File: config.mk
export PLATFORM = sky130hd
export DESIGN_NAME = iob_ddr_axi_arbiter_flat
export DESIGN_NICKNAME = d
export VERILOG_FILES = /design/src/rtl/iob_ddr_axi_arbiter_if.sv /design/src/rtl/iob_ddr_axi_arbiter.sv /design/src/flat_wrapper.sv
export SDC_FILE = /design/constraint.sdc
export NUM_CORES = 1
export LEC_CHECK = 0
export BUFFER_PORTS_ARGS = -buffer_cell sky130_fd_sc_hd__buf_4
export CAP_MARGIN = 20
export CELL_PAD_IN_SITES_DETAIL_PLACEMENT = 2
export CELL_PAD_IN_SITES_GLOBAL_PLACEMENT = 2
export CORE_AREA = 2 2 245 247
export DETAILED_ROUTE_END_ITERATION = 10
export DIE_AREA = 0 0 247 249
export GPL_TIMING_DRIVEN = 1
export PLACE_DENSITY_LB_ADDON = 0.25
export SYNTH_ARGS = -nofsm -noshare
export SYNTH_HDL_FRONTEND = slang
export SYNTH_SLANG_ARGS = --single-unit
File: constraint.sdc
create_clock -name clk_i -period 1.6 [get_ports clk_i]
set_input_delay 0.16 -clock clk_i [delete_from_list [all_inputs] [get_ports clk_i]]
set_output_delay 0.16 -clock clk_i [all_outputs]
set_load 0.02 [all_outputs]
File: src/rtl/iob_ddr_axi_arbiter_if.sv
// AXI4 bundle used for both arbiter slave ports and the shared master port.
// "master" drives requests and write data; "slave" drives readys and responses.
interface iob_ddr_axi_arbiter_if #(
  parameter int AXI_ID_W   = 4,
  parameter int AXI_ADDR_W = 30,
  parameter int AXI_DATA_W = 32,
  parameter int AXI_LEN_W  = 8
);
  logic [AXI_ID_W-1:0]     awid;
  logic [AXI_ADDR_W-1:0]   awaddr;
  logic [AXI_LEN_W-1:0]    awlen;
  logic [2:0]              awsize;
  logic [1:0]              awburst;
  logic                    awlock;
  logic [3:0]              awcache;
  logic [2:0]              awprot;
  logic [3:0]              awqos;
  logic                    awvalid;
  logic                    awready;

  logic [AXI_DATA_W-1:0]   wdata;
  logic [AXI_DATA_W/8-1:0] wstrb;
  logic                    wlast;
  logic                    wvalid;
  logic                    wready;

  logic [AXI_ID_W-1:0]     bid;
  logic [1:0]              bresp;
  logic                    bvalid;
  logic                    bready;

  logic [AXI_ID_W-1:0]     arid;
  logic [AXI_ADDR_W-1:0]   araddr;
  logic [AXI_LEN_W-1:0]    arlen;
  logic [2:0]              arsize;
  logic [1:0]              arburst;
  logic                    arlock;
  logic [3:0]              arcache;
  logic [2:0]              arprot;
  logic [3:0]              arqos;
  logic                    arvalid;
  logic                    arready;

  logic [AXI_ID_W-1:0]     rid;
  logic [AXI_DATA_W-1:0]   rdata;
  logic [1:0]              rresp;
  logic                    rlast;
  logic                    rvalid;
  logic                    rready;

  modport master (
    output awid, awaddr, awlen, awsize, awburst, awlock, awcache, awprot, awqos, awvalid,
    input  awready,
    output wdata, wstrb, wlast, wvalid,
    input  wready,
    input  bid, bresp, bvalid,
    output bready,
    output arid, araddr, arlen, arsize, arburst, arlock, arcache, arprot, arqos, arvalid,
    input  arready,
    input  rid, rdata, rresp, rlast, rvalid,
    output rready
  );

  modport slave (
    input  awid, awaddr, awlen, awsize, awburst, awlock, awcache, awprot, awqos, awvalid,
    output awready,
    input  wdata, wstrb, wlast, wvalid,
    output wready,
    output bid, bresp, bvalid,
    input  bready,
    input  arid, araddr, arlen, arsize, arburst, arlock, arcache, arprot, arqos, arvalid,
    output arready,
    output rid, rdata, rresp, rlast, rvalid,
    input  rready
  );
endinterface

File: src/rtl/iob_ddr_axi_arbiter.sv
// Two-port AXI4 arbiter sharing one DDR AXI path. Write and read directions are
// granted independently, round-robin, one outstanding burst per direction.
module iob_ddr_axi_arbiter #(
  parameter int AXI_ID_W   = 4,
  parameter int AXI_ADDR_W = 30,
  parameter int AXI_DATA_W = 32,
  parameter int AXI_LEN_W  = 8
) (
  input  logic                  clk_i,
  input  logic                  rstn_i,
  iob_ddr_axi_arbiter_if.slave  s0_axi,
  iob_ddr_axi_arbiter_if.slave  s1_axi,
  iob_ddr_axi_arbiter_if.master m_axi,
  output logic [1:0]            wr_grant_o,
  output logic [1:0]            rd_grant_o
);
  typedef enum logic [1:0] {W_IDLE, W_ADDR, W_DATA, W_RESP} wrState_t;
  typedef enum logic [1:0] {R_IDLE, R_ADDR, R_DATA} rdState_t;

  wrState_t   wrState_q;
  logic [1:0] wrGrant_q;
  logic       wrPtr_q;
  rdState_t   rdState_q;
  logic [1:0] rdGrant_q;
  logic       rdPtr_q;

  logic wrPick1_d, rdPick1_d;
  logic wAddrPh, wDataPh, wRespPh, rAddrPh, rDataPh;

  // Port 1 wins when it is the only requester or when the pointer prefers it.
  assign wrPick1_d = s1_axi.awvalid & (~s0_axi.awvalid | wrPtr_q);
  assign rdPick1_d = s1_axi.arvalid & (~s0_axi.arvalid | rdPtr_q);

  assign wAddrPh = (wrState_q == W_ADDR);
  assign wDataPh = (wrState_q == W_DATA);
  assign wRespPh = (wrState_q == W_RESP);
  assign rAddrPh = (rdState_q == R_ADDR);
  assign rDataPh = (rdState_q == R_DATA);

  assign wr_grant_o = wrGrant_q;
  assign rd_grant_o = rdGrant_q;

  always_ff @(posedge clk_i or negedge rstn_i) begin
    if (!rstn_i) begin
      wrState_q <= W_IDLE;
      wrGrant_q <= 2'b00;
      wrPtr_q   <= 1'b0;
    end else begin
      case (wrState_q)
        W_IDLE: if (s0_axi.awvalid || s1_axi.awvalid) begin
          wrGrant_q <= wrPick1_d ? 2'b10 : 2'b01;
          wrState_q <= W_ADDR;
        end
        W_ADDR: if (m_axi.awvalid && m_axi.awready) wrState_q <= W_DATA;
        W_DATA: if (m_axi.wvalid && m_axi.wready && m_axi.wlast) wrState_q <= W_RESP;
        W_RESP: if (m_axi.bvalid && m_axi.bready) begin
          wrState_q <= W_IDLE;
          wrGrant_q <= 2'b00;
          wrPtr_q   <= wrGrant_q[0];
        end
        default: wrState_q <= W_IDLE;
      endcase
    end
  end

  always_ff @(posedge clk_i or negedge rstn_i) begin
    if (!rstn_i) begin
      rdState_q <= R_IDLE;
      rdGrant_q <= 2'b00;
      rdPtr_q   <= 1'b0;
    end else begin
      case (rdState_q)
        R_IDLE: if (s0_axi.arvalid || s1_axi.arvalid) begin
          rdGrant_q <= rdPick1_d ? 2'b10 : 2'b01;
          rdState_q <= R_ADDR;
        end
        R_ADDR: if (m_axi.arvalid && m_axi.arready) rdState_q <= R_DATA;
        R_DATA: if (m_axi.rvalid && m_axi.rready && m_axi.rlast) begin
          rdState_q <= R_IDLE;
          rdGrant_q <= 2'b00;
          rdPtr_q   <= rdGrant_q[0];
        end
        default: rdState_q <= R_IDLE;
      endcase
    end
  end

  // Write address: payload follows the grant, valid/ready only in the address phase.
  assign m_axi.awid    = wrGrant_q[1] ? s1_axi.awid    : wrGrant_q[0] ? s0_axi.awid    : {AXI_ID_W{1'b0}};
  assign m_axi.awaddr  = wrGrant_q[1] ? s1_axi.awaddr  : wrGrant_q[0] ? s0_axi.awaddr  : {AXI_ADDR_W{1'b0}};
  assign m_axi.awlen   = wrGrant_q[1] ? s1_axi.awlen   : wrGrant_q[0] ? s0_axi.awlen   : {AXI_LEN_W{1'b0}};
  assign m_axi.awsize  = wrGrant_q[1] ? s1_axi.awsize  : wrGrant_q[0] ? s0_axi.awsize  : '0;
  assign m_axi.awburst = wrGrant_q[1] ? s1_axi.awburst : wrGrant_q[0] ? s0_axi.awburst : '0;
  assign m_axi.awlock  = wrGrant_q[1] ? s1_axi.awlock  : wrGrant_q[0] ? s0_axi.awlock  : 1'b0;
  assign m_axi.awcache = wrGrant_q[1] ? s1_axi.awcache : wrGrant_q[0] ? s0_axi.awcache : '0;
  assign m_axi.awprot  = wrGrant_q[1] ? s1_axi.awprot  : wrGrant_q[0] ? s0_axi.awprot  : '0;
  assign m_axi.awqos   = wrGrant_q[1] ? s1_axi.awqos   : wrGrant_q[0] ? s0_axi.awqos   : '0;
  assign m_axi.awvalid = wAddrPh & ((wrGrant_q[0] & s0_axi.awvalid) | (wrGrant_q[1] & s1_axi.awvalid));
  assign s0_axi.awready = wAddrPh & wrGrant_q[0] & m_axi.awready;
  assign s1_axi.awready = wAddrPh & wrGrant_q[1] & m_axi.awready;

  // Write data is held off until the owner's AW has been accepted.
  assign m_axi.wdata  = wrGrant_q[1] ? s1_axi.wdata : wrGrant_q[0] ? s0_axi.wdata : {AXI_DATA_W{1'b0}};
  assign m_axi.wstrb  = wrGrant_q[1] ? s1_axi.wstrb : wrGrant_q[0] ? s0_axi.wstrb : '0;
  assign m_axi.wlast  = wrGrant_q[1] ? s1_axi.wlast : wrGrant_q[0] ? s0_axi.wlast : 1'b0;
  assign m_axi.wvalid = wDataPh & ((wrGrant_q[0] & s0_axi.wvalid) | (wrGrant_q[1] & s1_axi.wvalid));
  assign s0_axi.wready = wDataPh & wrGrant_q[0] & m_axi.wready;
  assign s1_axi.wready = wDataPh & wrGrant_q[1] & m_axi.wready;

  assign m_axi.bready  = wRespPh & ((wrGrant_q[0] & s0_axi.bready) | (wrGrant_q[1] & s1_axi.bready));
  assign s0_axi.bvalid = wRespPh & wrGrant_q[0] & m_axi.bvalid;
  assign s1_axi.bvalid = wRespPh & wrGrant_q[1] & m_axi.bvalid;
  assign s0_axi.bid    = wrGrant_q[0] ? m_axi.bid   : {AXI_ID_W{1'b0}};
  assign s1_axi.bid    = wrGrant_q[1] ? m_axi.bid   : {AXI_ID_W{1'b0}};
  assign s0_axi.bresp  = wrGrant_q[0] ? m_axi.bresp : 2'b00;
  assign s1_axi.bresp  = wrGrant_q[1] ? m_axi.bresp : 2'b00;

  assign m_axi.arid    = rdGrant_q[1] ? s1_axi.arid    : rdGrant_q[0] ? s0_axi.arid    : {AXI_ID_W{1'b0}};
  assign m_axi.araddr  = rdGrant_q[1] ? s1_axi.araddr  : rdGrant_q[0] ? s0_axi.araddr  : {AXI_ADDR_W{1'b0}};
  assign m_axi.arlen   = rdGrant_q[1] ? s1_axi.arlen   : rdGrant_q[0] ? s0_axi.arlen   : {AXI_LEN_W{1'b0}};
  assign m_axi.arsize  = rdGrant_q[1] ? s1_axi.arsize  : rdGrant_q[0] ? s0_axi.arsize  : '0;
  assign m_axi.arburst = rdGrant_q[1] ? s1_axi.arburst : rdGrant_q[0] ? s0_axi.arburst : '0;
  assign m_axi.arlock  = rdGrant_q[1] ? s1_axi.arlock  : rdGrant_q[0] ? s0_axi.arlock  : 1'b0;
  assign m_axi.arcache = rdGrant_q[1] ? s1_axi.arcache : rdGrant_q[0] ? s0_axi.arcache : '0;
  assign m_axi.arprot  = rdGrant_q[1] ? s1_axi.arprot  : rdGrant_q[0] ? s0_axi.arprot  : '0;
  assign m_axi.arqos   = rdGrant_q[1] ? s1_axi.arqos   : rdGrant_q[0] ? s0_axi.arqos   : '0;
  assign m_axi.arvalid = rAddrPh & ((rdGrant_q[0] & s0_axi.arvalid) | (rdGrant_q[1] & s1_axi.arvalid));
  assign s0_axi.arready = rAddrPh & rdGrant_q[0] & m_axi.arready;
  assign s1_axi.arready = rAddrPh & rdGrant_q[1] & m_axi.arready;

  // Read data returns to the read owner only; the other port sees zeros.
  assign m_axi.rready  = rDataPh & ((rdGrant_q[0] & s0_axi.rready) | (rdGrant_q[1] & s1_axi.rready));
  assign s0_axi.rvalid = rDataPh & rdGrant_q[0] & m_axi.rvalid;
  assign s1_axi.rvalid = rDataPh & rdGrant_q[1] & m_axi.rvalid;
  assign s0_axi.rid    = rdGrant_q[0] ? m_axi.rid   : {AXI_ID_W{1'b0}};
  assign s1_axi.rid    = rdGrant_q[1] ? m_axi.rid   : {AXI_ID_W{1'b0}};
  assign s0_axi.rdata  = rdGrant_q[0] ? m_axi.rdata : {AXI_DATA_W{1'b0}};
  assign s1_axi.rdata  = rdGrant_q[1] ? m_axi.rdata : {AXI_DATA_W{1'b0}};
  assign s0_axi.rresp  = rdGrant_q[0] ? m_axi.rresp : 2'b00;
  assign s1_axi.rresp  = rdGrant_q[1] ? m_axi.rresp : 2'b00;
  assign s0_axi.rlast  = rdGrant_q[0] ? m_axi.rlast : 1'b0;
  assign s1_axi.rlast  = rdGrant_q[1] ? m_axi.rlast : 1'b0;
endmodule

File: src/flat_wrapper.sv
// flat-port wrapper written by rule: the top's interface ports become plain ports
module iob_ddr_axi_arbiter_flat 
#(
  parameter int AXI_ID_W   = 4,
  parameter int AXI_ADDR_W = 30,
  parameter int AXI_DATA_W = 32,
  parameter int AXI_LEN_W  = 8
)
  (clk_i, rstn_i, wr_grant_o, rd_grant_o, s0_axi_awid, s0_axi_awaddr, s0_axi_awlen, s0_axi_awsize, s0_axi_awburst, s0_axi_awlock, s0_axi_awcache, s0_axi_awprot, s0_axi_awqos, s0_axi_awvalid, s0_axi_awready, s0_axi_wdata, s0_axi_wstrb, s0_axi_wlast, s0_axi_wvalid, s0_axi_wready, s0_axi_bid, s0_axi_bresp, s0_axi_bvalid, s0_axi_bready, s0_axi_arid, s0_axi_araddr, s0_axi_arlen, s0_axi_arsize, s0_axi_arburst, s0_axi_arlock, s0_axi_arcache, s0_axi_arprot, s0_axi_arqos, s0_axi_arvalid, s0_axi_arready, s0_axi_rid, s0_axi_rdata, s0_axi_rresp, s0_axi_rlast, s0_axi_rvalid, s0_axi_rready, s1_axi_awid, s1_axi_awaddr, s1_axi_awlen, s1_axi_awsize, s1_axi_awburst, s1_axi_awlock, s1_axi_awcache, s1_axi_awprot, s1_axi_awqos, s1_axi_awvalid, s1_axi_awready, s1_axi_wdata, s1_axi_wstrb, s1_axi_wlast, s1_axi_wvalid, s1_axi_wready, s1_axi_bid, s1_axi_bresp, s1_axi_bvalid, s1_axi_bready, s1_axi_arid, s1_axi_araddr, s1_axi_arlen, s1_axi_arsize, s1_axi_arburst, s1_axi_arlock, s1_axi_arcache, s1_axi_arprot, s1_axi_arqos, s1_axi_arvalid, s1_axi_arready, s1_axi_rid, s1_axi_rdata, s1_axi_rresp, s1_axi_rlast, s1_axi_rvalid, s1_axi_rready, m_axi_awid, m_axi_awaddr, m_axi_awlen, m_axi_awsize, m_axi_awburst, m_axi_awlock, m_axi_awcache, m_axi_awprot, m_axi_awqos, m_axi_awvalid, m_axi_awready, m_axi_wdata, m_axi_wstrb, m_axi_wlast, m_axi_wvalid, m_axi_wready, m_axi_bid, m_axi_bresp, m_axi_bvalid, m_axi_bready, m_axi_arid, m_axi_araddr, m_axi_arlen, m_axi_arsize, m_axi_arburst, m_axi_arlock, m_axi_arcache, m_axi_arprot, m_axi_arqos, m_axi_arvalid, m_axi_arready, m_axi_rid, m_axi_rdata, m_axi_rresp, m_axi_rlast, m_axi_rvalid, m_axi_rready);
  iob_ddr_axi_arbiter_if #(.AXI_ID_W(AXI_ID_W), .AXI_ADDR_W(AXI_ADDR_W), .AXI_DATA_W(AXI_DATA_W), .AXI_LEN_W(AXI_LEN_W)) s0_axi_i ();
  iob_ddr_axi_arbiter_if #(.AXI_ID_W(AXI_ID_W), .AXI_ADDR_W(AXI_ADDR_W), .AXI_DATA_W(AXI_DATA_W), .AXI_LEN_W(AXI_LEN_W)) s1_axi_i ();
  iob_ddr_axi_arbiter_if #(.AXI_ID_W(AXI_ID_W), .AXI_ADDR_W(AXI_ADDR_W), .AXI_DATA_W(AXI_DATA_W), .AXI_LEN_W(AXI_LEN_W)) m_axi_i ();
  input  logic clk_i;
  input  logic rstn_i;
  output logic [1:0] wr_grant_o;
  output logic [1:0] rd_grant_o;
  input wire logic [$bits(s0_axi_i.awid)-1:0] s0_axi_awid;
  input wire logic [$bits(s0_axi_i.awaddr)-1:0] s0_axi_awaddr;
  input wire logic [$bits(s0_axi_i.awlen)-1:0] s0_axi_awlen;
  input wire logic [$bits(s0_axi_i.awsize)-1:0] s0_axi_awsize;
  input wire logic [$bits(s0_axi_i.awburst)-1:0] s0_axi_awburst;
  input wire logic [$bits(s0_axi_i.awlock)-1:0] s0_axi_awlock;
  input wire logic [$bits(s0_axi_i.awcache)-1:0] s0_axi_awcache;
  input wire logic [$bits(s0_axi_i.awprot)-1:0] s0_axi_awprot;
  input wire logic [$bits(s0_axi_i.awqos)-1:0] s0_axi_awqos;
  input wire logic [$bits(s0_axi_i.awvalid)-1:0] s0_axi_awvalid;
  output wire logic [$bits(s0_axi_i.awready)-1:0] s0_axi_awready;
  input wire logic [$bits(s0_axi_i.wdata)-1:0] s0_axi_wdata;
  input wire logic [$bits(s0_axi_i.wstrb)-1:0] s0_axi_wstrb;
  input wire logic [$bits(s0_axi_i.wlast)-1:0] s0_axi_wlast;
  input wire logic [$bits(s0_axi_i.wvalid)-1:0] s0_axi_wvalid;
  output wire logic [$bits(s0_axi_i.wready)-1:0] s0_axi_wready;
  output wire logic [$bits(s0_axi_i.bid)-1:0] s0_axi_bid;
  output wire logic [$bits(s0_axi_i.bresp)-1:0] s0_axi_bresp;
  output wire logic [$bits(s0_axi_i.bvalid)-1:0] s0_axi_bvalid;
  input wire logic [$bits(s0_axi_i.bready)-1:0] s0_axi_bready;
  input wire logic [$bits(s0_axi_i.arid)-1:0] s0_axi_arid;
  input wire logic [$bits(s0_axi_i.araddr)-1:0] s0_axi_araddr;
  input wire logic [$bits(s0_axi_i.arlen)-1:0] s0_axi_arlen;
  input wire logic [$bits(s0_axi_i.arsize)-1:0] s0_axi_arsize;
  input wire logic [$bits(s0_axi_i.arburst)-1:0] s0_axi_arburst;
  input wire logic [$bits(s0_axi_i.arlock)-1:0] s0_axi_arlock;
  input wire logic [$bits(s0_axi_i.arcache)-1:0] s0_axi_arcache;
  input wire logic [$bits(s0_axi_i.arprot)-1:0] s0_axi_arprot;
  input wire logic [$bits(s0_axi_i.arqos)-1:0] s0_axi_arqos;
  input wire logic [$bits(s0_axi_i.arvalid)-1:0] s0_axi_arvalid;
  output wire logic [$bits(s0_axi_i.arready)-1:0] s0_axi_arready;
  output wire logic [$bits(s0_axi_i.rid)-1:0] s0_axi_rid;
  output wire logic [$bits(s0_axi_i.rdata)-1:0] s0_axi_rdata;
  output wire logic [$bits(s0_axi_i.rresp)-1:0] s0_axi_rresp;
  output wire logic [$bits(s0_axi_i.rlast)-1:0] s0_axi_rlast;
  output wire logic [$bits(s0_axi_i.rvalid)-1:0] s0_axi_rvalid;
  input wire logic [$bits(s0_axi_i.rready)-1:0] s0_axi_rready;
  input wire logic [$bits(s1_axi_i.awid)-1:0] s1_axi_awid;
  input wire logic [$bits(s1_axi_i.awaddr)-1:0] s1_axi_awaddr;
  input wire logic [$bits(s1_axi_i.awlen)-1:0] s1_axi_awlen;
  input wire logic [$bits(s1_axi_i.awsize)-1:0] s1_axi_awsize;
  input wire logic [$bits(s1_axi_i.awburst)-1:0] s1_axi_awburst;
  input wire logic [$bits(s1_axi_i.awlock)-1:0] s1_axi_awlock;
  input wire logic [$bits(s1_axi_i.awcache)-1:0] s1_axi_awcache;
  input wire logic [$bits(s1_axi_i.awprot)-1:0] s1_axi_awprot;
  input wire logic [$bits(s1_axi_i.awqos)-1:0] s1_axi_awqos;
  input wire logic [$bits(s1_axi_i.awvalid)-1:0] s1_axi_awvalid;
  output wire logic [$bits(s1_axi_i.awready)-1:0] s1_axi_awready;
  input wire logic [$bits(s1_axi_i.wdata)-1:0] s1_axi_wdata;
  input wire logic [$bits(s1_axi_i.wstrb)-1:0] s1_axi_wstrb;
  input wire logic [$bits(s1_axi_i.wlast)-1:0] s1_axi_wlast;
  input wire logic [$bits(s1_axi_i.wvalid)-1:0] s1_axi_wvalid;
  output wire logic [$bits(s1_axi_i.wready)-1:0] s1_axi_wready;
  output wire logic [$bits(s1_axi_i.bid)-1:0] s1_axi_bid;
  output wire logic [$bits(s1_axi_i.bresp)-1:0] s1_axi_bresp;
  output wire logic [$bits(s1_axi_i.bvalid)-1:0] s1_axi_bvalid;
  input wire logic [$bits(s1_axi_i.bready)-1:0] s1_axi_bready;
  input wire logic [$bits(s1_axi_i.arid)-1:0] s1_axi_arid;
  input wire logic [$bits(s1_axi_i.araddr)-1:0] s1_axi_araddr;
  input wire logic [$bits(s1_axi_i.arlen)-1:0] s1_axi_arlen;
  input wire logic [$bits(s1_axi_i.arsize)-1:0] s1_axi_arsize;
  input wire logic [$bits(s1_axi_i.arburst)-1:0] s1_axi_arburst;
  input wire logic [$bits(s1_axi_i.arlock)-1:0] s1_axi_arlock;
  input wire logic [$bits(s1_axi_i.arcache)-1:0] s1_axi_arcache;
  input wire logic [$bits(s1_axi_i.arprot)-1:0] s1_axi_arprot;
  input wire logic [$bits(s1_axi_i.arqos)-1:0] s1_axi_arqos;
  input wire logic [$bits(s1_axi_i.arvalid)-1:0] s1_axi_arvalid;
  output wire logic [$bits(s1_axi_i.arready)-1:0] s1_axi_arready;
  output wire logic [$bits(s1_axi_i.rid)-1:0] s1_axi_rid;
  output wire logic [$bits(s1_axi_i.rdata)-1:0] s1_axi_rdata;
  output wire logic [$bits(s1_axi_i.rresp)-1:0] s1_axi_rresp;
  output wire logic [$bits(s1_axi_i.rlast)-1:0] s1_axi_rlast;
  output wire logic [$bits(s1_axi_i.rvalid)-1:0] s1_axi_rvalid;
  input wire logic [$bits(s1_axi_i.rready)-1:0] s1_axi_rready;
  output wire logic [$bits(m_axi_i.awid)-1:0] m_axi_awid;
  output wire logic [$bits(m_axi_i.awaddr)-1:0] m_axi_awaddr;
  output wire logic [$bits(m_axi_i.awlen)-1:0] m_axi_awlen;
  output wire logic [$bits(m_axi_i.awsize)-1:0] m_axi_awsize;
  output wire logic [$bits(m_axi_i.awburst)-1:0] m_axi_awburst;
  output wire logic [$bits(m_axi_i.awlock)-1:0] m_axi_awlock;
  output wire logic [$bits(m_axi_i.awcache)-1:0] m_axi_awcache;
  output wire logic [$bits(m_axi_i.awprot)-1:0] m_axi_awprot;
  output wire logic [$bits(m_axi_i.awqos)-1:0] m_axi_awqos;
  output wire logic [$bits(m_axi_i.awvalid)-1:0] m_axi_awvalid;
  input wire logic [$bits(m_axi_i.awready)-1:0] m_axi_awready;
  output wire logic [$bits(m_axi_i.wdata)-1:0] m_axi_wdata;
  output wire logic [$bits(m_axi_i.wstrb)-1:0] m_axi_wstrb;
  output wire logic [$bits(m_axi_i.wlast)-1:0] m_axi_wlast;
  output wire logic [$bits(m_axi_i.wvalid)-1:0] m_axi_wvalid;
  input wire logic [$bits(m_axi_i.wready)-1:0] m_axi_wready;
  input wire logic [$bits(m_axi_i.bid)-1:0] m_axi_bid;
  input wire logic [$bits(m_axi_i.bresp)-1:0] m_axi_bresp;
  input wire logic [$bits(m_axi_i.bvalid)-1:0] m_axi_bvalid;
  output wire logic [$bits(m_axi_i.bready)-1:0] m_axi_bready;
  output wire logic [$bits(m_axi_i.arid)-1:0] m_axi_arid;
  output wire logic [$bits(m_axi_i.araddr)-1:0] m_axi_araddr;
  output wire logic [$bits(m_axi_i.arlen)-1:0] m_axi_arlen;
  output wire logic [$bits(m_axi_i.arsize)-1:0] m_axi_arsize;
  output wire logic [$bits(m_axi_i.arburst)-1:0] m_axi_arburst;
  output wire logic [$bits(m_axi_i.arlock)-1:0] m_axi_arlock;
  output wire logic [$bits(m_axi_i.arcache)-1:0] m_axi_arcache;
  output wire logic [$bits(m_axi_i.arprot)-1:0] m_axi_arprot;
  output wire logic [$bits(m_axi_i.arqos)-1:0] m_axi_arqos;
  output wire logic [$bits(m_axi_i.arvalid)-1:0] m_axi_arvalid;
  input wire logic [$bits(m_axi_i.arready)-1:0] m_axi_arready;
  input wire logic [$bits(m_axi_i.rid)-1:0] m_axi_rid;
  input wire logic [$bits(m_axi_i.rdata)-1:0] m_axi_rdata;
  input wire logic [$bits(m_axi_i.rresp)-1:0] m_axi_rresp;
  input wire logic [$bits(m_axi_i.rlast)-1:0] m_axi_rlast;
  input wire logic [$bits(m_axi_i.rvalid)-1:0] m_axi_rvalid;
  output wire logic [$bits(m_axi_i.rready)-1:0] m_axi_rready;
  assign s0_axi_i.awid = s0_axi_awid;
  assign s0_axi_i.awaddr = s0_axi_awaddr;
  assign s0_axi_i.awlen = s0_axi_awlen;
  assign s0_axi_i.awsize = s0_axi_awsize;
  assign s0_axi_i.awburst = s0_axi_awburst;
  assign s0_axi_i.awlock = s0_axi_awlock;
  assign s0_axi_i.awcache = s0_axi_awcache;
  assign s0_axi_i.awprot = s0_axi_awprot;
  assign s0_axi_i.awqos = s0_axi_awqos;
  assign s0_axi_i.awvalid = s0_axi_awvalid;
  assign s0_axi_awready = s0_axi_i.awready;
  assign s0_axi_i.wdata = s0_axi_wdata;
  assign s0_axi_i.wstrb = s0_axi_wstrb;
  assign s0_axi_i.wlast = s0_axi_wlast;
  assign s0_axi_i.wvalid = s0_axi_wvalid;
  assign s0_axi_wready = s0_axi_i.wready;
  assign s0_axi_bid = s0_axi_i.bid;
  assign s0_axi_bresp = s0_axi_i.bresp;
  assign s0_axi_bvalid = s0_axi_i.bvalid;
  assign s0_axi_i.bready = s0_axi_bready;
  assign s0_axi_i.arid = s0_axi_arid;
  assign s0_axi_i.araddr = s0_axi_araddr;
  assign s0_axi_i.arlen = s0_axi_arlen;
  assign s0_axi_i.arsize = s0_axi_arsize;
  assign s0_axi_i.arburst = s0_axi_arburst;
  assign s0_axi_i.arlock = s0_axi_arlock;
  assign s0_axi_i.arcache = s0_axi_arcache;
  assign s0_axi_i.arprot = s0_axi_arprot;
  assign s0_axi_i.arqos = s0_axi_arqos;
  assign s0_axi_i.arvalid = s0_axi_arvalid;
  assign s0_axi_arready = s0_axi_i.arready;
  assign s0_axi_rid = s0_axi_i.rid;
  assign s0_axi_rdata = s0_axi_i.rdata;
  assign s0_axi_rresp = s0_axi_i.rresp;
  assign s0_axi_rlast = s0_axi_i.rlast;
  assign s0_axi_rvalid = s0_axi_i.rvalid;
  assign s0_axi_i.rready = s0_axi_rready;
  assign s1_axi_i.awid = s1_axi_awid;
  assign s1_axi_i.awaddr = s1_axi_awaddr;
  assign s1_axi_i.awlen = s1_axi_awlen;
  assign s1_axi_i.awsize = s1_axi_awsize;
  assign s1_axi_i.awburst = s1_axi_awburst;
  assign s1_axi_i.awlock = s1_axi_awlock;
  assign s1_axi_i.awcache = s1_axi_awcache;
  assign s1_axi_i.awprot = s1_axi_awprot;
  assign s1_axi_i.awqos = s1_axi_awqos;
  assign s1_axi_i.awvalid = s1_axi_awvalid;
  assign s1_axi_awready = s1_axi_i.awready;
  assign s1_axi_i.wdata = s1_axi_wdata;
  assign s1_axi_i.wstrb = s1_axi_wstrb;
  assign s1_axi_i.wlast = s1_axi_wlast;
  assign s1_axi_i.wvalid = s1_axi_wvalid;
  assign s1_axi_wready = s1_axi_i.wready;
  assign s1_axi_bid = s1_axi_i.bid;
  assign s1_axi_bresp = s1_axi_i.bresp;
  assign s1_axi_bvalid = s1_axi_i.bvalid;
  assign s1_axi_i.bready = s1_axi_bready;
  assign s1_axi_i.arid = s1_axi_arid;
  assign s1_axi_i.araddr = s1_axi_araddr;
  assign s1_axi_i.arlen = s1_axi_arlen;
  assign s1_axi_i.arsize = s1_axi_arsize;
  assign s1_axi_i.arburst = s1_axi_arburst;
  assign s1_axi_i.arlock = s1_axi_arlock;
  assign s1_axi_i.arcache = s1_axi_arcache;
  assign s1_axi_i.arprot = s1_axi_arprot;
  assign s1_axi_i.arqos = s1_axi_arqos;
  assign s1_axi_i.arvalid = s1_axi_arvalid;
  assign s1_axi_arready = s1_axi_i.arready;
  assign s1_axi_rid = s1_axi_i.rid;
  assign s1_axi_rdata = s1_axi_i.rdata;
  assign s1_axi_rresp = s1_axi_i.rresp;
  assign s1_axi_rlast = s1_axi_i.rlast;
  assign s1_axi_rvalid = s1_axi_i.rvalid;
  assign s1_axi_i.rready = s1_axi_rready;
  assign m_axi_awid = m_axi_i.awid;
  assign m_axi_awaddr = m_axi_i.awaddr;
  assign m_axi_awlen = m_axi_i.awlen;
  assign m_axi_awsize = m_axi_i.awsize;
  assign m_axi_awburst = m_axi_i.awburst;
  assign m_axi_awlock = m_axi_i.awlock;
  assign m_axi_awcache = m_axi_i.awcache;
  assign m_axi_awprot = m_axi_i.awprot;
  assign m_axi_awqos = m_axi_i.awqos;
  assign m_axi_awvalid = m_axi_i.awvalid;
  assign m_axi_i.awready = m_axi_awready;
  assign m_axi_wdata = m_axi_i.wdata;
  assign m_axi_wstrb = m_axi_i.wstrb;
  assign m_axi_wlast = m_axi_i.wlast;
  assign m_axi_wvalid = m_axi_i.wvalid;
  assign m_axi_i.wready = m_axi_wready;
  assign m_axi_i.bid = m_axi_bid;
  assign m_axi_i.bresp = m_axi_bresp;
  assign m_axi_i.bvalid = m_axi_bvalid;
  assign m_axi_bready = m_axi_i.bready;
  assign m_axi_arid = m_axi_i.arid;
  assign m_axi_araddr = m_axi_i.araddr;
  assign m_axi_arlen = m_axi_i.arlen;
  assign m_axi_arsize = m_axi_i.arsize;
  assign m_axi_arburst = m_axi_i.arburst;
  assign m_axi_arlock = m_axi_i.arlock;
  assign m_axi_arcache = m_axi_i.arcache;
  assign m_axi_arprot = m_axi_i.arprot;
  assign m_axi_arqos = m_axi_i.arqos;
  assign m_axi_arvalid = m_axi_i.arvalid;
  assign m_axi_i.arready = m_axi_arready;
  assign m_axi_i.rid = m_axi_rid;
  assign m_axi_i.rdata = m_axi_rdata;
  assign m_axi_i.rresp = m_axi_rresp;
  assign m_axi_i.rlast = m_axi_rlast;
  assign m_axi_i.rvalid = m_axi_rvalid;
  assign m_axi_rready = m_axi_i.rready;
  iob_ddr_axi_arbiter #(.AXI_ID_W(AXI_ID_W), .AXI_ADDR_W(AXI_ADDR_W), .AXI_DATA_W(AXI_DATA_W), .AXI_LEN_W(AXI_LEN_W)) u_core (.clk_i(clk_i), .rstn_i(rstn_i), .s0_axi(s0_axi_i), .s1_axi(s1_axi_i), .m_axi(m_axi_i), .wr_grant_o(wr_grant_o), .rd_grant_o(rd_grant_o));
endmodule
# Yosys cells after proc, flatten, opt, wreduce, memory -nomap -nowiden
# Cells that the tools add are included.
# totals
input_bits,372
output_inout_bits,264
ff_bits,10
# classes
bitwise_logic,46
n_reduce_logical,19
muxes,69
eq_ne,12
# op_table
cell,n
2-to-1 mux 32 bit,4
2-to-1 mux 30 bit,4
2-to-1 mux 4 bit,18
2-to-1 mux 2 bit,19
AND 1 bit,37
2-to-1 mux 8 bit,4
2-to-1 mux 3 bit,8
"inequality test 2 bit, second input constant",5
AND reduction 3 bit,3
2-to-1 mux 1 bit,8
one-hot mux 2 bit (2 select lines),2
one-hot mux 2 bit (4 select lines),1
logical AND 1 bit,7
bitwise OR 1 bit,7
"equality test 2 bit, second input constant",3
one-hot mux 2 bit (3 select lines),1
"equality test 2 x 1 -> 1 bit, second input constant",2
logical NOT 2 bit,2
"inequality test 2 x 1 -> 1 bit, second input constant",2
AND reduction 2 bit,2
AND reduction 4 bit,1
nonzero test 2 bit,2
logical OR 1 bit,2
inverter 1 bit,2

# Longest topological paths before layout
# Gate-level depths: netlist of run 1.
# logic_depth
depth_word,7
ltp_mapped,6

# Worst setup path before layout of run 1
# No wires, ideal clock.
# synth_path
path_kind,reg2reg
from,register u_core.wrGrant_q[0] (netlist: u_core.wr_grant_o[0])
to,register u_core.wrState_q[1]
path_slack_ns,-0.186
stages_incl_launch_ff,6
setup_time_ns,0.128
arrival_ns,1.658
required_time_ns,1.472
path_buffers,1
path_cell_list,dfrtp_1 > buf_4 > a22oi_2 > a221o_1 > a221oi_4 > mux2_1
# synth_via
elab_chain_len,7
# synth_lines
item,line,text
start: declaration,iob_ddr_axi_arbiter.sv:21,logic [1:0] wrGrant_q;
start signal: assignment,iob_ddr_axi_arbiter.sv:51,wrGrant_q <= wrPick1_d ? 2'b10 : 2'b01;
AND 1 bit,iob_ddr_axi_arbiter.sv:106,assign m_axi.wvalid = wDataPh & ((wrGrant_q[0] & s0_axi.wvalid) | (wrGrant_q[1] & s1_axi.wvalid));
bitwise OR 1 bit,iob_ddr_axi_arbiter.sv:106,
AND 1 bit,iob_ddr_axi_arbiter.sv:106,
logical AND 1 bit (2 in a row),iob_ddr_axi_arbiter.sv:55,W_DATA: if (m_axi.wvalid && m_axi.wready && m_axi.wlast) wrState_q <= W_RESP;
inequality test 2 bit (no source line),n/a,
AND reduction 4 bit (no source line) (*),n/a,
end signal: assignment,iob_ddr_axi_arbiter.sv:54,W_ADDR: if (m_axi.awvalid && m_axi.awready) wrState_q <= W_DATA;
end signal: assignment,iob_ddr_axi_arbiter.sv:55,
end signal: assignment,iob_ddr_axi_arbiter.sv:57,wrState_q <= W_IDLE;
end: declaration,iob_ddr_axi_arbiter.sv:20,wrState_t wrState_q;
# Mark *: on every way between the ends. The rest lies on a longest branch, timed or not.
# A chain may end at the register's enable or synchronous reset.

# Worst setup path in the final report of run 1
# layout_path
from,register u_core.wrGrant_q[1] (netlist: u_core.wr_grant_o[1])
to,output m_axi_wdata[0]
# layout_via
elab_chain_len,1
# layout_lines
item,line,text
2-to-1 mux 32 bit,iob_ddr_axi_arbiter.sv:103,assign m_axi.wdata = wrGrant_q[1] ? s1_axi.wdata : wrGrant_q[0] ? s0_axi.wdata : {AXI_DATA_W{1'b0}};
end: declaration,flat_wrapper.sv:102,output wire logic [$bits(m_axi_i.wdata)-1:0] m_axi_wdata;
# Every way passes these cells.

==> metrics.md, run 1 <==
| Metric | Value |
|---|---|
| Pint | 11.1 mW |
| Worst hold margin | around 0.14 ns |
| DR pass1 iterations | 4 |
| Power per cell area | between 1500 and 2000 nW/um^2 |
| Area Overhead vs Synth | 303% |
| Top cell type by total area after synthesis | a22o_1 |
| Clock Latency Late Sink | approximately 0.24 ns |
| Synth area leaders | a22o_1 47%, and2_1 20%, dfrtp_1 8.7% |
| Area of the multi-input gates | 3180 sq um |
| H-tree level count | 1 |
| Count of port buffers added during placement | 635 |
| Drt total wl | between 30000 and 40000 um |
| Max stage delay on crit path | 0.50 ns |
| Post-route cell area | 11600 sq um |
| Final WS setup | -0.264 ns |
| Max FO, Critical Path | 8 |
| Clock power frac | 0.023 |
| Global placer's final weighted congestion | 0.807 |
| Sequential fraction of design power | 0.026 |
| Unrepaired setup endpoints after global routing | true |
| Register area | 259 sq um |
| Rows | 89 |
| Failing checks | setup timing |
| Clock Skew | 0.000567 ns |
| Via count of the first global-routing pass | ~6700 |
| Via Count | 6136 |
| Switch Pwr | 9.13 mW |
| Top cell by count, worst path | buf_12 |
| Warnings, synthesis | 0 |
| Die Y | 249 um |
| Die Wd | 247 um |
| First-pass GRT wire length | 49500 um |
| FMAX | 0.537 GHz |
| # clock sinks | 10 |
| Slew Limit Fails | 0 |
| Top Ports | about 640 |
| Max Buffers Root-to-Sink | 2 |
| Total leakage power | 5.76 nW |
| Worst-path clk slew | 0.05 ns |
| Syn Area/Cell | 7.60 sq um |
| Cells after synthesis | 378 |
| DRC Markers | 0 |
| Final min period | 1.86 ns |
| Nets | between 1000 and 1500 |
| Net Count, Synth | approximately 760 |
| Drt wl/cell | 20.3 um |
| Max Cap Viol | 0 |
| Final period util | 1.16 |
| Initial antenna violation count | 2 |
| Fillers | 6688 |
| Final setup fails | 188 |
| Core ar. | 58700 sq um |
| Post-synth top area share | 0.466 |
| Initial Util | 0.0490 |
| Slew HR | 0.753 |
| Switching portion of total power | 0.452 |
| Dpl hpwl | 30300 um |
| Hold Violations, Final | 0 |
| Yosys cell types | 34 |
| CP Data Arrival Time | 1.70 ns |
| Peak VDD IR | 0.543 mV |
| WP buf/inv | 4 |
| Via-to-Cell Ratio | 3.31 |
| Combinational power share | 0.951 |
| All-Layer GR Usage | 0.110 |
| Placed cell area | 9540 sq um |
| Design Power | 20.2 mW |
| Setup crit start kind | flop |
| Worst Path Required | 1.44 ns |
| ANT nets after route | 0 |
| Hold WC Path Type | in2reg |
| Grt ovf | 0 |
| Crit end category | output port |
| CTS root buffer | clkbuf_16 |
| Critical path's top delay family | buffers and inverters |
| Layout cells sized above 1 | 0.808 |
| Largest net degree at the start of global routing | 32 |
| Worst-Margin Slew | 0.371 ns |
| CTS tree | built |
| CP Cell Sequence | buf_12, nor2b_4, buf_12, clkbuf_16, a22o_1, buf_6 |
| Die area | 61500 sq um |
| CP max-delay cell | dfrtp_4 |
| DRT iter0 DRCs | around 150 |
| Sequential area share after synthesis | 0.0871 |
| Crit Path Category | reg2out |
| Total clock buffers created by CTS | 3 |
| #FFs+latches synth | 10 |
| Post-Syn Area | 2870 sq um |
| Status | finished with violations |
## synthesized netlist by cell type
| master | instances |
|---|---|
| a2111oi_0 | 1 |
| a211o_1 | 1 |
| a21boi_0 | 1 |
| a21oi_1 | 1 |
| a221o_1 | 1 |
| a221oi_4 | 1 |
| a22o_1 | 153 |
| a22oi_1 | 3 |
| a22oi_2 | 1 |
| a311oi_1 | 1 |
| a32o_1 | 2 |
| and2_1 | 91 |
| and3_1 | 10 |
| buf_1 | 4 |
| buf_2 | 8 |
| buf_4 | 1 |
| buf_6 | 1 |
| clkbuf_1 | 33 |
| dfrtp_1 | 10 |
| ha_1 | 5 |
| inv_1 | 5 |
| mux2_1 | 1 |
| mux2_2 | 2 |
| mux2i_1 | 1 |
| nand2_1 | 11 |
| nand2b_1 | 3 |
| nand3_1 | 1 |
| nand3b_1 | 1 |
| nor2_1 | 7 |
| nor2b_1 | 8 |
| nor3_1 | 2 |
| o211ai_1 | 1 |
| o21ai_0 | 5 |
| o21bai_1 | 1 |
## worst reg2reg max path, delay by kind of cell, from the launching register on
kind / cells / cell delay, ns
AOI/OAI and AO/OA: 2 / 0.58
DFF: 1 / 0.50
muxes: 1 / 0.32
and+or+nand+nor: 1 / 0.17
buffers and inverters: 1 / 0.16
## kinds of logic (layout without fill, tap and decap cells)
group           after synthesis  after routing  share of synthesized area
other cells                   0              1                          0
buf+inv                      52            755                     0.0753
flops                        10             10                     0.0871
compound gates              173            173                      0.525
fa+ha+maj                     5              5                     0.0218
simple gates                134            134                      0.275
mux                           4              4                     0.0152
## layout by cell type (no fill, tap or decap), types with 2 or more instances in the layout
cell,instances
a22o_1,88
a22o_4,65
a22oi_2,3
a32o_1,2
and2_1,61
and2_4,30
and3_1,7
and3_4,3
buf_12,23
buf_16,13
buf_4,507
buf_6,182
buf_8,12
clkbuf_16,10
dfrtp_1,5
dfrtp_2,4
ha_4,3
inv_1,3
inv_2,2
mux2_2,2
nand2_1,10
nand2b_1,3
nor2_1,7
nor2b_1,4
nor2b_4,4
o21ai_0,2
## metrics by stage
| stage | std cells | util | setup slack (ns) | setup TNS [ns] |
|---|---|---|---|---|
| after floorplan | 378 | - | -0.107 | -0.107 |
| after global placement | 1791 | 0.163 | -0.162 | -9.06 |
| after detailed placement | 1791 | 0.163 | -0.174 | -11.02 |
| after CTS | 1845 | 0.192 | -0.283 | -32.76 |
| after global routing | 1854 | 0.197 | -0.331 | -35.55 |
| final | 1855 | 0.197 | -0.264 | -24.16 |
## area by class of cell
class                      instances  area share
timing repair buffer             746       0.611
multi-input combinational        316       0.275
tap                              773      0.0835
sequential                        10      0.0224
clock buffer                       4     0.00681
inverter                           5     0.00162
antenna                            1    0.000216
## registers in the layout, indices dropped and copies added (netlist names)
name               count
u_core.rd_grant_o      2
u_core.rdPtr_q         1
u_core.wrPtr_q         1
u_core.wr_grant_o      2
u_core.wrState_q       2
u_core.rdState_q       2
## power groups by stage
stage	Clock, mW	Combinational, mW	Sequential, mW
2_1_floorplan	0	7.67	0.536
3_3_place_gp	0	14.6	0.576
3_5_place_dp	0	14.7	0.591
4_1_cts	0.495	19.0	0.522
5_1_grt	0.501	20.2	0.543
6_report	0.467	19.2	0.523
## layer usage
metal | share of wire | GRT usage | wire length [um]
met2 | 0.55 | 0.219 | 20700
met1 | 0.38 | 0.121 | 14100
met5 | 0.00035 | 0 | 13
met4 | 0.0071 | 0.00757 | 267
met3 | 0.068 | 0.0237 | 2560
## worst paths after layout
| path | start | to | slack, ns | depth (start not counted) |
|---|---|---|---|---|
| min | m_axi_arready | u_core.rdState_q[0] | 0.14 | 2 |
| max in group asynchronous | rstn_i | u_core.wr_grant_o[1] | 1.07 | 2 |
| max reg2reg | u_core.wr_grant_o[1] | u_core.wrState_q[1] | -0.24 | 5 |
| max | u_core.wr_grant_o[1] | m_axi_wdata[0] | -0.26 | 6 |
| min reg2reg | u_core.rdPtr_q | u_core.rdPtr_q | 0.52 | 1 |
| min in group asynchronous | rstn_i | u_core.wrPtr_q | 0.34 | 2 |
## what timing repair did
item	4_1_cts	5_1_grt
pin swaps	22	20
setup endpoints to repair	168	208
hold buffers	1	0
hold endpoints to repair	10	0
buffers inserted	29	11
gates cloned	21	9
resized for setup	231	70
(Power assumes the default switching activity.)
==> inputs of run 2 (changes only) <==
--- a/config.mk
+++ b/config.mk
@@ -9,11 +9,12 @@
 export CAP_MARGIN = 20
 export CELL_PAD_IN_SITES_DETAIL_PLACEMENT = 2
 export CELL_PAD_IN_SITES_GLOBAL_PLACEMENT = 2
-export CORE_AREA = 2 2 245 247
+export CORE_AREA = 3 3 246 248
 export DETAILED_ROUTE_END_ITERATION = 10
-export DIE_AREA = 0 0 247 249
+export DIE_AREA = 0 0 249 251
 export GPL_TIMING_DRIVEN = 1
 export PLACE_DENSITY_LB_ADDON = 0.25
+export SKIP_CTS_REPAIR_TIMING = 1
 export SYNTH_ARGS = -nofsm -noshare
 export SYNTH_HDL_FRONTEND = slang
 export SYNTH_SLANG_ARGS = --single-unit
==> constraint.sdc (replaced) <==
create_clock -name clk_i -period 1.6 [get_ports clk_i]
set_input_delay 0.32 -clock clk_i [delete_from_list [all_inputs] [get_ports clk_i]]
set_output_delay 0.32 -clock clk_i [all_outputs]
set_load 0.02 [all_outputs]
==> run 2 against run 1 <==
Net effect:
- the run still ends with setup timing left
- sequential power up 8.6%
- via count about the same
- sequential share of layout area up 0.13 points
- combinational power down 8%
- register-to-register slack better by 0.04 ns
- critical path depth down 1
- total power down 7.6%
- clock-buffer cell count unchanged
- routed wire length down 5.8%
- worst setup slack worse by 0.053 ns
- non-clock buffer count down 14
- critical path type unchanged
==> metrics.md, run 2 (synthesis gave the netlist of run 1 again) <==
| Metric | Value |
|---|---|
| Status | finished with violations (unchanged) |
| Failing checks | setup timing (unchanged) |
| Met3 usage | 0.0352 (was 0.0237) |
| Worst Path Required | 1.28 ns (was 1.44 ns) |
| Commonest cells after routing, fill and taps aside | 609 x buf_4, 92 x a22o_4, 83 x buf_6 (was 507 x buf_4, 182 x buf_6, 88 x a22o_1) |
| Setup crit start kind | flop (unchanged) |
| Switching portion of total power | 0.465 (was 0.452) |
| Top Ports | 636 (unchanged) |
| Combinational power share | 0.944 (was 0.951) |
| Hold WC Path Type | in2reg (unchanged) |
| Worst Hold End | u_core.rdState_q[0] (unchanged) |
| Most common cell after layout, fill and taps aside | buf_4 (unchanged) |
| Global placer's final weighted congestion | 0.799 (was 0.807) |
| Count of port buffers added during placement | 635 (unchanged) |
| Clock Latency Late Sink | 0.25 ns (was 0.24 ns) |
| Total clock buffers created by CTS | 3 (unchanged) |
| DRC Markers | 0 (unchanged) |
| Placed cell area | 9900 sq um (was 9540 sq um) |
| R2r setup slk | -0.20 ns (was -0.24 ns) |
| Slew HR | 0.734 (was 0.753) |
| Drt wl/cell | 19.2 um (was 20.3 um) |
| Peak VDD IR | 0.657 mV (was 0.543 mV) |
| Worst-Margin Slew | 0.396 ns (was 0.371 ns) |
| H-tree level count | 1 (unchanged) |
| Initial antenna violation count | 1 (was 2) |
| CTS root buffer | clkbuf_16 (unchanged) |
| Largest net degree at the start of global routing | 31 (was 32) |
| All-Layer GR Usage | 0.0990 (was 0.110) |
| Final min period | 1.92 ns (was 1.86 ns) |
| Worst-path clk slew | 0.05 ns (about the same) |
| Layout cells sized above 1 | 0.819 (was 0.808) |
| Dpl cells | 1801 (was 1791) |
| Unrepaired setup endpoints after global routing | true (unchanged) |
| # clock sinks | 10 (unchanged) |
| Max Cap Viol | 0 (unchanged) |
| Max FO, Critical Path | 20 (was 8) |
| Clock power frac | 0.025 (was 0.023) |
| Initial Util | 0.0490 (unchanged) |
| Total leakage power | 5.60 nW (was 5.76 nW) |
| Drt total wl | 35400 um (was 37600 um) |
| Top cell by count, worst path | buf_12 (unchanged) |
| Via count of the first global-routing pass | 6647 (was 6734) |
| Pre-CTS setup slack | -0.194 ns (was -0.174 ns) |
| Nets | 1445 (was 1459) |
| Max stage delay on crit path | 0.52 ns (was 0.50 ns) |
| CP Data Arrival Time | 1.60 ns (was 1.70 ns) |
| DRT iter0 DRCs | 186 (was 151) |
| Clock Skew | 0.000775 ns (was 0.000567 ns) |
| Sequential fraction of design power | 0.030 (was 0.026) |
| Post-route cell area | 11100 sq um (was 11600 sq um) |
| R2r startpoint | u_core.wrState_q[1] (was u_core.wr_grant_o[1]) |
| Grt met2 use | 0.196 (was 0.219) |
| Grt ovf | 0 (unchanged) |
| CTS tree | built (unchanged) |
| Final period util | 1.20 (was 1.16) |
| Area Overhead vs Synth | 285% (was 303%) |
| Core ar. | 58700 sq um (unchanged) |
| Max Buffers Root-to-Sink | 2 (unchanged) |
| Dpl hpwl | 30300 um (about the same) |
| Die Wd | 249 um (was 247 um) |
| GRT Max-Usage Layer | met2 (unchanged) |
| Crit Path Category | reg2out (unchanged) |
| Worst hold start | m_axi_arready (unchanged) |
| FMAX | 0.522 GHz (was 0.537 GHz) |
| DR pass1 iterations | 4 (unchanged) |
| R2R Path End | u_core.wrState_q[0] (was u_core.wrState_q[1]) |
| Die area | 62500 sq um (was 61500 sq um) |
| Hold Crit Depth | 2 (unchanged) |
| Final WS setup | -0.317 ns (was -0.264 ns) |
| Slew Limit Fails | 0 (unchanged) |
| Pint | 9.99 mW (was 11.1 mW) |
| Final setup fails | 254 (was 188) |
| CP max-delay cell | dfrtp_4 (unchanged) |
| ANT nets after route | 0 (unchanged) |
| Switch Pwr | 8.69 mW (was 9.13 mW) |
| Fin util | 0.189 (was 0.197) |
| Die Y | 251 um (was 249 um) |
| GR Util met1 | 0.103 (was 0.121) |
| Via Count | 6141 (was 6136) |
| CP Cell Sequence | nor2b_4, buf_12, buf_12, a22o_1, buf_6 (was buf_12, nor2b_4, buf_12, clkbuf_16, a22o_1, buf_6) |
| Power per cell area | 1690 nW/um^2 (was 1740 nW/um^2) |
| Rows | 89 (unchanged) |
| Hold Violations, Final | 0 (unchanged) |
| R2r worst-path depth | 6 (was 5) |
| Crit end category | output port (unchanged) |
| First-pass GRT wire length | 46800 um (was 49500 um) |
| Layout Cells excl Fill | 1841 (was 1855) |
| Via-to-Cell Ratio | 3.34 (was 3.31) |
==> run 2: layout make-up <==
class	count	area (sq um)
clock buffers	4	78.8
well taps	773	967
multi-input cells	316	3400
fillers	6751	47600
repair buffers	732	6340
flip-flops and latches	10	262
inverters	5	18.8
diodes	1	2.50
==> run 2: worst max path at each step <==
stage | endpoint | start
2_1_floorplan | u_core.wrState_q[1] | u_core.wrState_q[1]
3_3_place_gp | m_axi_wdata[9] | u_core.wr_grant_o[0]
3_5_place_dp | m_axi_wdata[9] | u_core.wr_grant_o[0]
4_1_cts | m_axi_wdata[9] | u_core.wr_grant_o[0]
5_1_grt | m_axi_wstrb[0] | u_core.wr_grant_o[1]
6_report | m_axi_wstrb[0] | u_core.wr_grant_o[1]
==> run 2: worst max-delay path, delay by kind of cell (launching register included) <==
kind	cells	cell delay, ns
flip-flops	1	0.52
buffers and inverters	3	0.49
AO/OA/AOI/OAI	1	0.19
AND/OR/NAND/NOR	1	0.14
==> run 2: through the flow <==
step / hold WS (ns) / power [mW] / setup TNS, ns
5_1_grt: 0.352 / 19.8 / -59.60
3_3_place_gp: 0.187 / 15.9 / -9.00
6_report: 0.344 / 18.7 / -45.71
2_1_floorplan: 0.0244 / 8.82 / -0.101
4_1_cts: -0.0826 / 16.5 / -60.38
3_5_place_dp: 0.187 / 16.0 / -10.30
==> run 2: power groups by stage <==
stage	clock (mW)	combinational, mW	sequential, mW
final	0.475	17.6	0.568
after global routing	0.521	18.7	0.587
after CTS	0.500	15.4	0.584
after detailed placement	0	15.4	0.587
after global placement	0	15.3	0.574
after floorplan	0	8.29	0.538
==> run 2: routing by layer <==
layer	wire length (um)	vias up	share of wire
li1	-	2837	-
met1	12500	2953	0.35
met2	19800	343	0.56
met3	2900	8	0.082
met4	208	0	0.0059
met5	0	-	0
==> inputs of run 3 (changes only) <==
==> constraint.sdc (replaced) <==
create_clock -name clk_i -period 2.05 [get_ports clk_i]
set_input_delay 0.41 -clock clk_i [delete_from_list [all_inputs] [get_ports clk_i]]
set_output_delay 0.41 -clock clk_i [all_outputs]
set_load 0.02 [all_outputs]
==> run 3 against run 2 <==
Net effect:
- the run now ends clean
- final cell count decreased by 2.9%
- sequential power down 19%
- clock power is 20% lower
- die area unchanged
- combinational power fell by 41%
- worst setup slack improved by 0.35 ns
- core utilization decreased by 3.5 points
- total power shrank 40%
- register-to-register slack improved by 0.32 ns
- cell area is 19% lower
- hold slack got worse by 0.33 ns
- via count fell by 2.7%
==> metrics.md, run 3 (synthesis gave the netlist of run 1 again) <==
| Metric | Value |
|---|---|
| Die area | 62500 sq um (unchanged) |
| # clock sinks | 10 (unchanged) |
| Hold Violations, Final | 0 (unchanged) |
| Initial antenna violation count | 17 (was 1) |
| Drt wl/cell | 21.9 um (was 19.2 um) |
| FMAX | around 0.50 GHz |
| Clock power frac | 0.034 (was 0.025) |
| Largest net degree at the start of global routing | 90 (was 31) |
| Critical path's top delay family | flip-flops (unchanged) |
| Total leakage power | 4.64 nW (was 5.60 nW) |
| Rows | 89 (unchanged) |
| R2r startpoint | u_core.wrState_q[1] (unchanged) |
| Hold WC Path Type | in2async (was in2reg) |
| Clock Latency Late Sink | 0.24 ns (was 0.25 ns) |
| CP Cell Sequence | nor2b_4, buf_12, buf_16, a22o_1, buf_4 (was nor2b_4, buf_12, buf_12, a22o_1, buf_6) |
| Fin util | 0.153 (was 0.189) |
| Area Overhead vs Synth | 213% (was 285%) |
| All-Layer GR Usage | 0.115 (was 0.0990) |
| Global placer's final weighted congestion | 0.825 (was 0.799) |
| R2r setup slk | 0.12 ns (was -0.20 ns) |
| Slew HR | 0.655 (was 0.734) |
| Count of port buffers added during placement | 635 (unchanged) |
| H-tree level count | 1 (unchanged) |
| Die Wd | 249 um (unchanged) |
| CP Data Arrival Time | 1.61 ns (was 1.60 ns) |
| Total clock buffers created by CTS | 3 (unchanged) |
| WP buf/inv | 3 (unchanged) |
| CTS root buffer | clkbuf_16 (unchanged) |
| Pint | 5.32 mW (was 9.99 mW) |
| Slew Limit Fails | 0 (unchanged) |
| Dpl hpwl | 34800 um (was 30300 um) |
| Layout cells sized above 1 | 0.684 (was 0.819) |
| ANT nets after route | 0 (unchanged) |
| Top Ports | 636 (unchanged) |
| Setup crit start kind | flop (unchanged) |
| Max FO, Critical Path | 23 (was 20) |
| Switch Pwr | 5.89 mW (was 8.69 mW) |
| Worst-Margin Slew | 0.517 ns (was 0.396 ns) |
| Drt total wl | 39200 um (was 35400 um) |
| DRT iter0 DRCs | 171 (was 186) |
| Max Buffers Root-to-Sink | 2 (unchanged) |
| Dpl cells | 1759 (was 1801) |
| DRC Markers | 0 (unchanged) |
| Max Cap Viol | 0 (unchanged) |
| Clock Skew | 0.000917 ns (was 0.000775 ns) |
| Core ar. | 58700 sq um (unchanged) |
| Combinational power share | 0.925 (was 0.944) |
| R2R Path End | u_core.wrState_q[1] (was u_core.wrState_q[0]) |
| Via-to-Cell Ratio | 3.34 (about the same) |
| Layout Cells excl Fill | 1788 (was 1841) |
| R2r worst-path depth | 5 (was 6) |
| Final period util | 0.984 |
| Crit Path Category | reg2out (unchanged) |
| Via count of the first global-routing pass | 6675 (was 6647) |
| Peak VDD IR | 0.400 mV (was 0.657 mV) |
| Power per cell area | 1240 nW/um^2 (was 1690 nW/um^2) |
| DR pass1 iterations | 4 (unchanged) |
| CP max-delay cell | dfrtp_4 (unchanged) |
| First-pass GRT wire length | 52000 um (was 46800 um) |
| Switching portion of total power | 0.526 (was 0.465) |
| CTS tree | built (unchanged) |
| Final setup fails | 0 (was 254) |
| Via Count | 5976 (was 6141) |
| Final min period | 2.02 ns |
| Worst-path clk slew | 0.05 ns (about the same) |
| Max stage delay on crit path | 0.53 ns (was 0.52 ns) |
| Status | complete, no violations (was finished with violations) |
| Crit end category | output port (unchanged) |
| Nets | 1384 (was 1445) |
| Commonest cells after routing, fill and taps aside | 654 x buf_4, 151 x a22o_1, 91 x and2_1 (was 609 x buf_4, 92 x a22o_4, 83 x buf_6) |
| Unrepaired setup endpoints after global routing | true (unchanged) |
| Grt ovf | 0 (unchanged) |
| Die Y | 251 um (unchanged) |
| Initial Util | 0.0490 (unchanged) |
| Most common cell after layout, fill and taps aside | buf_4 (unchanged) |
| Sequential fraction of design power | 0.041 (was 0.030) |
| Worst Path Required | 1.64 ns (was 1.28 ns) |
-- run 3: cell types whose count changed in the layout (fill, tap and decap cells not counted), sizes merged --
cell and delta:
dlygate4sd3 -1, diode +9, clkbuf -9, buf -52
-- run 3: per-layer routing --
layer | global-route usage | wire length (um)
met5 | 0 | 0
met4 | 0.0323 | 680
met3 | 0.0427 | 3600
met2 | 0.239 | 22800
met1 | 0.100 | 12100
-- run 3: how the worst max path moves through the flow --
| stage | start | depth (start not counted) | endpoint |
|---|---|---|---|
| 2_1_floorplan | u_core.wr_grant_o[1] | 5 | m_axi_awaddr[0] |
| 3_3_place_gp | u_core.wrState_q[0] | 5 | u_core.wrState_q[1] |
| 3_5_place_dp | u_core.wrState_q[1] | 5 | u_core.wrState_q[1] |
| 4_1_cts | u_core.wr_grant_o[1] | 5 | m_axi_awprot[1] |
| 5_1_grt | u_core.wr_grant_o[1] | 5 | m_axi_awaddr[25] |
| 6_report | u_core.wr_grant_o[1] | 5 | m_axi_awaddr[6] |
-- run 3: metrics by stage --
step	hold WS (ns)	setup TNS (ns)	setup slack [ns]	instance area, sq um	total power, mW
finish	0.0172	0	0.0334	9000	11.2
global route	0.0218	-0.131	-0.0189	8990	12.0
CTS	0.0213	-1.16	-0.0581	8760	11.0
detailed placement	0.293	0	0.134	8680	10.6
global placement	0.294	0	0.165	8680	10.5
floorplan	0.114	0	0.0682	2870	5.63
-- run 3: layout make-up --
class	count	area, sq um
fill	6973	49700
timing repair buffer	671	5210
multi-input combinational	316	2440
tap	773	967
sequential	10	260
clock buffer	3	75.1
antenna	10	25.0
inverter	5	18.8
-- run 3: power by group through the flow --
stage                     Sequential [mW]  Clock [mW]  Combinational, mW
after global routing                0.485       0.407               11.1
after CTS                           0.501       0.401               10.1
after detailed placement            0.501           0               10.1
final                               0.458       0.382               10.4
after global placement              0.492           0               10.1
after floorplan                     0.403           0               5.23
-- run 3: worst register-to-register path, delay by kind of cell (launching register included) --
| family | cells | cell delay, ns |
|---|---|---|
| compound gates | 2 | 0.57 |
| flops | 1 | 0.41 |
| mux | 1 | 0.36 |
| simple gates | 1 | 0.18 |
| fa+ha+maj | 1 | 0.28 |
